[src/rtl/bit_serial_adder_pkg.sv]
// Shared types and helpers for the bit-serial adder: FSM state codes and the
// signed-overflow rule applied at the MSB.
package bit_serial_adder_pkg;

   typedef enum logic [1:0] {
      S_IDLE = 2'd0,
      S_RUN  = 2'd1,
      S_DONE = 2'd2
   } state_t;

   // Signed overflow: carry into the MSB disagrees with carry out of it.
   function automatic logic signed_ovf(input logic carry_into_msb, input logic carry_out);
      return carry_into_msb ^ carry_out;
   endfunction

endpackage

[src/rtl/bit_serial_adder_full_adder.sv]
// One-bit full adder cell; the serial adder reuses a single instance each cycle.
module bit_serial_adder_full_adder (
   input  logic a,
   input  logic b,
   input  logic cin,
   output logic s,
   output logic c
);

   assign s = a ^ b ^ cin;
   assign c = (a & b) | (a & cin) | (b & cin);

endmodule

[src/rtl/bit_serial_adder.sv]
// WIDTH-bit adder that processes one bit per clock, LSB first, through one full
// adder cell with a registered carry; result is held until the next accepted start.
module bit_serial_adder #(
   parameter int WIDTH = 16
) (
   input  logic             clk,
   input  logic             reset,
   input  logic             start,
   input  logic [WIDTH-1:0] a,
   input  logic [WIDTH-1:0] b,
   input  logic             cin,
   output logic             ready,
   output logic             busy,
   output logic             done,
   output logic [WIDTH-1:0] sum,
   output logic             cout,
   output logic             ovf
);
   import bit_serial_adder_pkg::*;

   localparam int CW = $clog2(WIDTH);
   localparam logic [CW-1:0] CNT_LAST   = CW'(WIDTH - 1);
   localparam logic [CW-1:0] CNT_PENULT = CW'(WIDTH - 2);

   state_t           state_reg, state_next;
   logic [WIDTH-1:0] sh_a_reg, sh_b_reg, sh_s_reg, sum_reg;
   logic [CW-1:0]    count_reg;
   logic             carry_reg, msb_cin_reg, cout_reg, ovf_reg;
   logic             fa_s, fa_c;

   bit_serial_adder_full_adder u_cell (
      .a   (sh_a_reg[0]),
      .b   (sh_b_reg[0]),
      .cin (carry_reg),
      .s   (fa_s),
      .c   (fa_c)
   );

   always_ff @(posedge clk) begin
      if (reset) state_reg <= S_IDLE;
      else       state_reg <= state_next;
   end

   // Handshake outputs depend on the state register only.
   always_comb begin
      state_next = state_reg;
      ready      = 1'b0;
      busy       = 1'b0;
      done       = 1'b0;
      case (state_reg)
         S_IDLE: begin
            ready = 1'b1;
            if (start) state_next = S_RUN;
         end
         S_RUN: begin
            busy = 1'b1;
            if (count_reg == CNT_LAST) state_next = S_DONE;
         end
         S_DONE: begin
            done       = 1'b1;
            state_next = S_IDLE;
         end
         default: state_next = S_IDLE;
      endcase
   end

   always_ff @(posedge clk) begin
      if (reset) begin
         sh_a_reg    <= '0;
         sh_b_reg    <= '0;
         sh_s_reg    <= '0;
         sum_reg     <= '0;
         count_reg   <= '0;
         carry_reg   <= 1'b0;
         msb_cin_reg <= 1'b0;
         cout_reg    <= 1'b0;
         ovf_reg     <= 1'b0;
      end else if (state_reg == S_IDLE) begin
         if (start) begin
            sh_a_reg  <= a;
            sh_b_reg  <= b;
            carry_reg <= cin;
            count_reg <= '0;
         end
      end else if (state_reg == S_RUN) begin
         sh_a_reg  <= sh_a_reg >> 1;
         sh_b_reg  <= sh_b_reg >> 1;
         sh_s_reg  <= {fa_s, sh_s_reg[WIDTH-1:1]};
         carry_reg <= fa_c;
         if (count_reg == CNT_PENULT) msb_cin_reg <= fa_c;
         // Counter stops at the last bit so it never wraps.
         if (count_reg == CNT_LAST) begin
            sum_reg  <= {fa_s, sh_s_reg[WIDTH-1:1]};
            cout_reg <= fa_c;
            ovf_reg  <= signed_ovf(msb_cin_reg, fa_c);
         end else begin
            count_reg <= count_reg + 1'b1;
         end
      end
   end

   assign sum  = sum_reg;
   assign cout = cout_reg;
   assign ovf  = ovf_reg;

endmodule

[config.mk]
export PLATFORM = sky130hd
export DESIGN_NAME = bit_serial_adder
export DESIGN_NICKNAME = d
export VERILOG_FILES = /design/src/rtl/bit_serial_adder_pkg.sv /design/src/rtl/bit_serial_adder_full_adder.sv /design/src/rtl/bit_serial_adder.sv
export SDC_FILE = /design/constraint.sdc
export NUM_CORES = 1
export LEC_CHECK = 0
export ABC_AREA = 1
export CORE_ASPECT_RATIO = 1.75
export CORE_UTILIZATION = 50
export CTS_CLUSTER_DIAMETER = 30
export DETAILED_ROUTE_END_ITERATION = 8
export MAX_ROUTING_LAYER = met4
export PLACE_DENSITY = 0.77
export SYNTH_ARGS = -nofsm -noshare
export SYNTH_HDL_FRONTEND = slang
export SYNTH_HIERARCHICAL = 1
export SYNTH_SLANG_ARGS = --single-unit
[constraint.sdc]
create_clock -name clk -period 1.6 [get_ports clk]
set_input_delay 0.4 -clock clk [delete_from_list [all_inputs] [get_ports clk]]
set_output_delay 0.4 -clock clk [all_outputs]
set_load 0.01 [all_outputs]
After elaboration in Yosys (flattened, before gate mapping)
Index checks and enable logic that the tools add are counted.
{"block": "op_classes", "n_addsub": 1, "n_mul": 0, "n_div": 0, "magnitude_cmp": 0, "eq_ne": 7, "n_shift": 0, "mux": 19, "n_bitwise": 9, "n_reduce_logical": 8}
{"cell": "2-to-1 mux 16 bit", "count": 6}
{"cell": "2-to-1 mux 4 bit", "count": 4}
{"cell": "AND reduction 3 bit", "count": 3}
{"cell": "== test 4 bit, second input constant", "count": 2}
{"cell": "2-to-1 mux 1 bit", "count": 6}
{"cell": "AND reduction 2 bit", "count": 3}
{"cell": "adder 4 x 1 -> 4 bit, second input constant", "count": 1}
{"cell": "2-to-1 mux 2 bit", "count": 2}
{"cell": "inequality test 2 bit, second input constant", "count": 2}
{"cell": "case mux 2 bit (2 select lines)", "count": 1}
{"cell": "AND 1 bit", "count": 3}
{"cell": "bitwise XOR 1 bit", "count": 3}
{"cell": "== test 2 x 1 -> 1 bit, second input constant", "count": 1}
{"cell": "== test 2 bit, second input constant", "count": 1}
{"cell": "logical NOT 2 bit", "count": 1}
{"cell": "inequality test 2 x 1 -> 1 bit, second input constant", "count": 1}
{"cell": "bitwise OR 1 bit", "count": 2}
{"cell": "nonzero test 2 bit", "count": 1}
{"cell": "NOT 1 bit", "count": 1}
{"block": "totals", "ff_bits": 74, "latchBits": 0, "mem_bits_rw": 0, "romBits": 0, "inputBits": 36, "output_inout_bits": 21, "word_cells": 54, "mem_count": 0}

Depth between registers and ports, before layout
{"block": "logic_depth", "ltp_word": 5, "ltp_mapped": 7, "ltp_nobuf": 7}

Cells and area by module
Netlist, hierarchy kept.
{"module": "bit_serial_adder", "instances": 1, "cells_each": 400, "area_each_um2": 3105.5, "seq_area_each_um2": 1461.4}
{"module": "bit_serial_adder_full_adder", "instances": 1, "cells_each": 1, "area_each_um2": 20.0, "seq_area_each_um2": 0.0}

Worst setup path before layout
OpenSTA, ideal clock, no wires.
{"block": "synth_timing", "path_type": "register to register", "startpoint": "register count_reg[1]", "endpoint": "register sum_reg[0] (netlist: sum[0])", "setup_time_ns": 0.116, "t_arrival_ns": 1.153, "t_required_ns": 1.484, "slack_ns": 0.331, "path_stages_with_launch": 8, "n_path_buf": 1, "period_less_slack_ns": 1.269, "cell_sequence": "dfxtp_1 > ha_1 > nand3_2 > nor2_8 > inv_4 > buf_6 > nor2_1 > nor2_1"}
{"block": "synth_between", "elab_chain_len": 2}
{"item": "from (decl)", "line_no": "bit_serial_adder.sv:27", "rtl": "logic [CW-1:0] count_reg;"}
{"item": "from (signal assigned)", "line_no": "bit_serial_adder.sv:97", "rtl": "count_reg <= count_reg + 1'b1;"}
{"item": "== test 4 bit", "line_no": "bit_serial_adder.sv:92", "rtl": "if (count_reg == CNT_LAST) begin"}
{"item": "AND reduction 3 bit (no source line)"}
{"item": "to (signal assigned)", "line_no": "bit_serial_adder.sv:93", "rtl": "sum_reg <= {fa_s, sh_s_reg[WIDTH-1:1]};"}
{"item": "to (decl)", "line_no": "bit_serial_adder.sv:26", "rtl": "logic [WIDTH-1:0] sh_a_reg, sh_b_reg, sh_s_reg, sum_reg;"}
No other way between the ends.
A chain may end at the register's enable or synchronous reset.

Final worst setup path
{"block": "layout_timing", "startpoint": "register state_reg[1]", "endpoint": "output done"}
{"block": "layout_between", "elab_chain_len": 2}
{"item": "from (decl)", "line_no": "bit_serial_adder.sv:25", "rtl": "state_t state_reg, state_next;"}
{"item": "from (signal assigned)", "line_no": "bit_serial_adder.sv:41", "rtl": "else state_reg <= state_next;"}
{"item": "== test 2 bit", "line_no": "bit_serial_adder.sv:50", "rtl": "case (state_reg)"}
{"item": "2-to-1 mux 1 bit", "line_no": "bit_serial_adder.sv:50"}
{"item": "to (decl)", "line_no": "bit_serial_adder.sv:14", "rtl": "output logic done,"}
No other way between the ends.

==> summary.md <==
The reported max-cap violation count is 0. The first routing iteration left 124 violations. The max-slew violation count was 0; the maximum clock frequency was 663 MHz.

The die span in y is 107 um, and the relative slew slack is 85.3%. For the worst setup path, the data required time is 1.20 ns. A synthesized cell averages 7.79 um^2.

The tools report the length of routed wiring on met1 as 2.70 mm. Once the floorplan was initialized, standard cells occupied 52.3% of the core. The flow ran to the end, and the final reports show no timing, DRC or antenna violations.

Registers take 1460 um^2. After layout, the worst setup slack is 0.0924 ns. The worst setup path is captured at a primary output. Setup repair after global routing left no endpoint under its margin. OpenSTA, run right after detailed placement, puts the worst setup slack at -0.0155 ns. The Yosys step of the flow raised 6 warnings.

Count of H-tree levels built during CTS: 3. Measured along the x axis, the die boundary spans 61.8 um. The per-cell routed wire length was 12.1 um. The clock network is responsible for 36.9% of the overall power.

Of the cells placed in the final design, the portion with a size suffix greater than 1 is 12.9%. The top cell type by total area after synthesis was dfxtp_1. Compared with the post-synthesis result, the final layout area differs by 25.9%. Measured on the finished design, the core utilization comes to 65.9%. STA classifies the critical path startpoint as a register. The analysis attributes to cell leakage a power of 0.00171 uW.

The first global-routing pass estimated 10.9 mm of wire. The tools report the synthesized instance count as 401. IR analysis of the VDD net gives a maximum drop of 0.661 mV.

Dividing total power by cell area gives a power density of 1030 nW/um^2. The count of boundary I/O pins is 57, and the weighted congestion at the end of routability-driven global placement is 0.824. After global routing the overflow that remains totals 0. At the pin with the least slew margin, the transition time is 0.218 ns. Setup total negative slack on the finished layout was measured at 0 ns. The logs give 0 for the count of endpoints failing hold in the final timing report and 46.8% for the sequential element share of the synthesized area. Buffers placed on the I/O ports in this run total 56. Clock-pin slew was measured on the worst setup and hold paths at 0.09 ns.

The floorplan step defined a core boundary enclosing 5970 um^2. After synthesis, the cell types taking the most area are dfxtp_1, o21ai_0, a21oi_1, nand2_1, inv_1. Data on the critical path arrives at its endpoint at 1.11 ns.

On the worst path, the slowest cell contributes a delay of 0.38 ns. Traced cell by cell, the critical path runs through inv_2, nor2_1, clkdlybuf4s15_1. The family with the most delay on the worst path is flip-flops. The detailed-router iteration count before antenna repair was 5; the clock sink total was 73. The synthesized netlist contains 27 unique library cells.

The run gives 0 as the number of antenna cells inserted. The switching share of power was 27.6%. The tree is rooted in a clkbuf_8.

Entering global routing, the biggest net connects 38 pins. The tools report the number of buffers created by CTS as 9. The total routing resource utilization after global routing came out at 23.0%. In this run, flip-flops and latches consume 49.5% of the power. The worst-case clock buffer depth came out at 2.

The final period demand of the worst path is 1.51 ns. The routed length on met2 was 3.44 mm; the post-route fraction of the period consumed by the critical path was 94.2%. The tools report the insertion delay to the later sink of the worst-skew pair as 0.36 ns. For this block, the via count after detailed routing is 2706.

Summed over its instances, the top area cell type makes up 46.8% of the synthesized netlist area. For this design the total switching power over the nets is 1110 uW. Wire length after detailed routing: 6.56 mm. For this run, design rule violations remaining after detail routing come to 0.

The remaining number of nets flagged by the antenna check after routing is 0. The area used by multi-input combinational logic came out at 1270 um^2. The top cell types in the final layout, fill and taps aside, are dfxtp_1, o21ai_0, nand2_1, inv_1, a21oi_1. Clock skew on the completed layout was measured at 0.00908 ns. The most common cell after layout, fill and taps aside was dfxtp_1.

Of all nets on the critical path, the largest fanout is 3. Worst min-delay path class: reg -> reg. The number of global-route vias before repair was 2500.

Setup violations remaining at the end of the flow were counted as 0. Synthesis produced a netlist with a net count of 440. After clock tree synthesis, the setup repair step added 0 buffers. The slowest library cell on the worst path was dfxtp_2. The HPWL after detailed placement is 4.66 mm. Post-synthesis sequential element count: 73. The worst setup path is of the reg -> out kind. In the routed layout, each cell is associated on average with a via count of 4.97. The logs give 37 for the placement row count and 2930 uW for the internal portion of total power. The mapped netlist covers 3130 um^2. The logs give 227 um for the length of routed met3 wiring and 6580 um^2 for the overall die area. TritonCTS built the clock tree.

After detailed routing, no signal wire sits above met4. The logs give 13.6% for the combinational fraction of design power and 0 for the initial antenna violation count. After the last flow step, the layout net total stands at 500. The number of buffers and inverters on the critical path is 2.

The number of inserted filler cells in the final layout is 534.
-- what timing repair did --
item                       CTS  global route
resized for setup           23             3
hold buffers                 0             0
setup endpoints to repair   21             2
-- metal layers --
metal | vias up | GRT usage, %
met1 | 1206 | 25.8
met3 | 15 | 7.12
met5 | - | -
li1 | 1419 | -
met2 | 66 | 36.4
met4 | 0 | 10.3
-- power groups by stage --
stage | clock, uW | sequential, uW | combinational [uW]
3_3_place_gp | 0 | 2040 | 533
2_1_floorplan | 0 | 2030 | 373
3_5_place_dp | 0 | 2040 | 553
5_1_grt | 1650 | 2020 | 622
4_1_cts | 1530 | 2000 | 553
6_report | 1490 | 2000 | 548
-- path summary, 6_finish.rpt --
path	start	cells past startpoint	slack, ns	end
setup / recovery	state_reg[1]	3	0.09	done
hold / removal	sh_s_reg[14]	2	0.46	sum[13]
setup reg to reg	count_reg[1]	7	0.10	sum[10]
hold reg to reg	sh_s_reg[14]	2	0.46	sum[13]
-- synthesized netlist by cell type --
cell and n:
dfxtp_1 73, o21ai_0 67, nand2_1 60, a21oi_1 50
inv_1 50, nand3_1 18, nor2_1 17, o21ai_1 13
buf_2 12, buf_6 10, o21ai_2 10, inv_2 4
ha_1 2, nand2_4 2, a211oi_2 1, buf_4 1
clkbuf_1 1, clkbuf_2 1, fa_1 1, inv_4 1
nand2_2 1, nand3_2 1, nand4_1 1, nor2_2 1
nor2_4 1, nor2_8 1, xor2_1 1
-- cell type report --
class                   instances  share of cell area, %
clock buffers                   9                   3.15
clock inverters                 7                   2.10
inverters                      55                   5.31
multi-input cells             248                   32.2
flip-flops and latches         73                   37.2
well taps                      78                   2.48
repair buffers                 74                   17.6
-- metrics by stage --
stage | power (uW) | hold slack [ns] | std cells | area (um^2)
3_3_place_gp | 2570 | 0.450 | 528 | 3750
2_1_floorplan | 2400 | 0.435 | 401 | 3130
4_1_cts | 4080 | 0.462 | 544 | 3940
3_5_place_dp | 2590 | 0.455 | 528 | 3750
6_report | 4040 | 0.456 | 544 | 3940
5_1_grt | 4280 | 0.483 | 544 | 3940
-- worst min-delay path, stage by stage, from the launching register on --
cell	delay [ns]
dfxtp_1	0.33
nand2_1	0.06
nand2_1	0.04
-- kinds of logic (layout without fill, tap and decap cells) --
| kind of cell | after synthesis | in the layout | synth area share, % |
|---|---|---|---|
| simple gates | 103 | 103 | 14.8 |
| fa+ha+maj | 3 | 3 | 1.44 |
| buf+inv | 80 | 145 | 12.7 |
| flops | 73 | 73 | 46.8 |
| xor+xnor | 1 | 1 | 0.280 |
| compound gates | 141 | 141 | 24.0 |
Note: power is estimated with default switching activity, not from simulation.
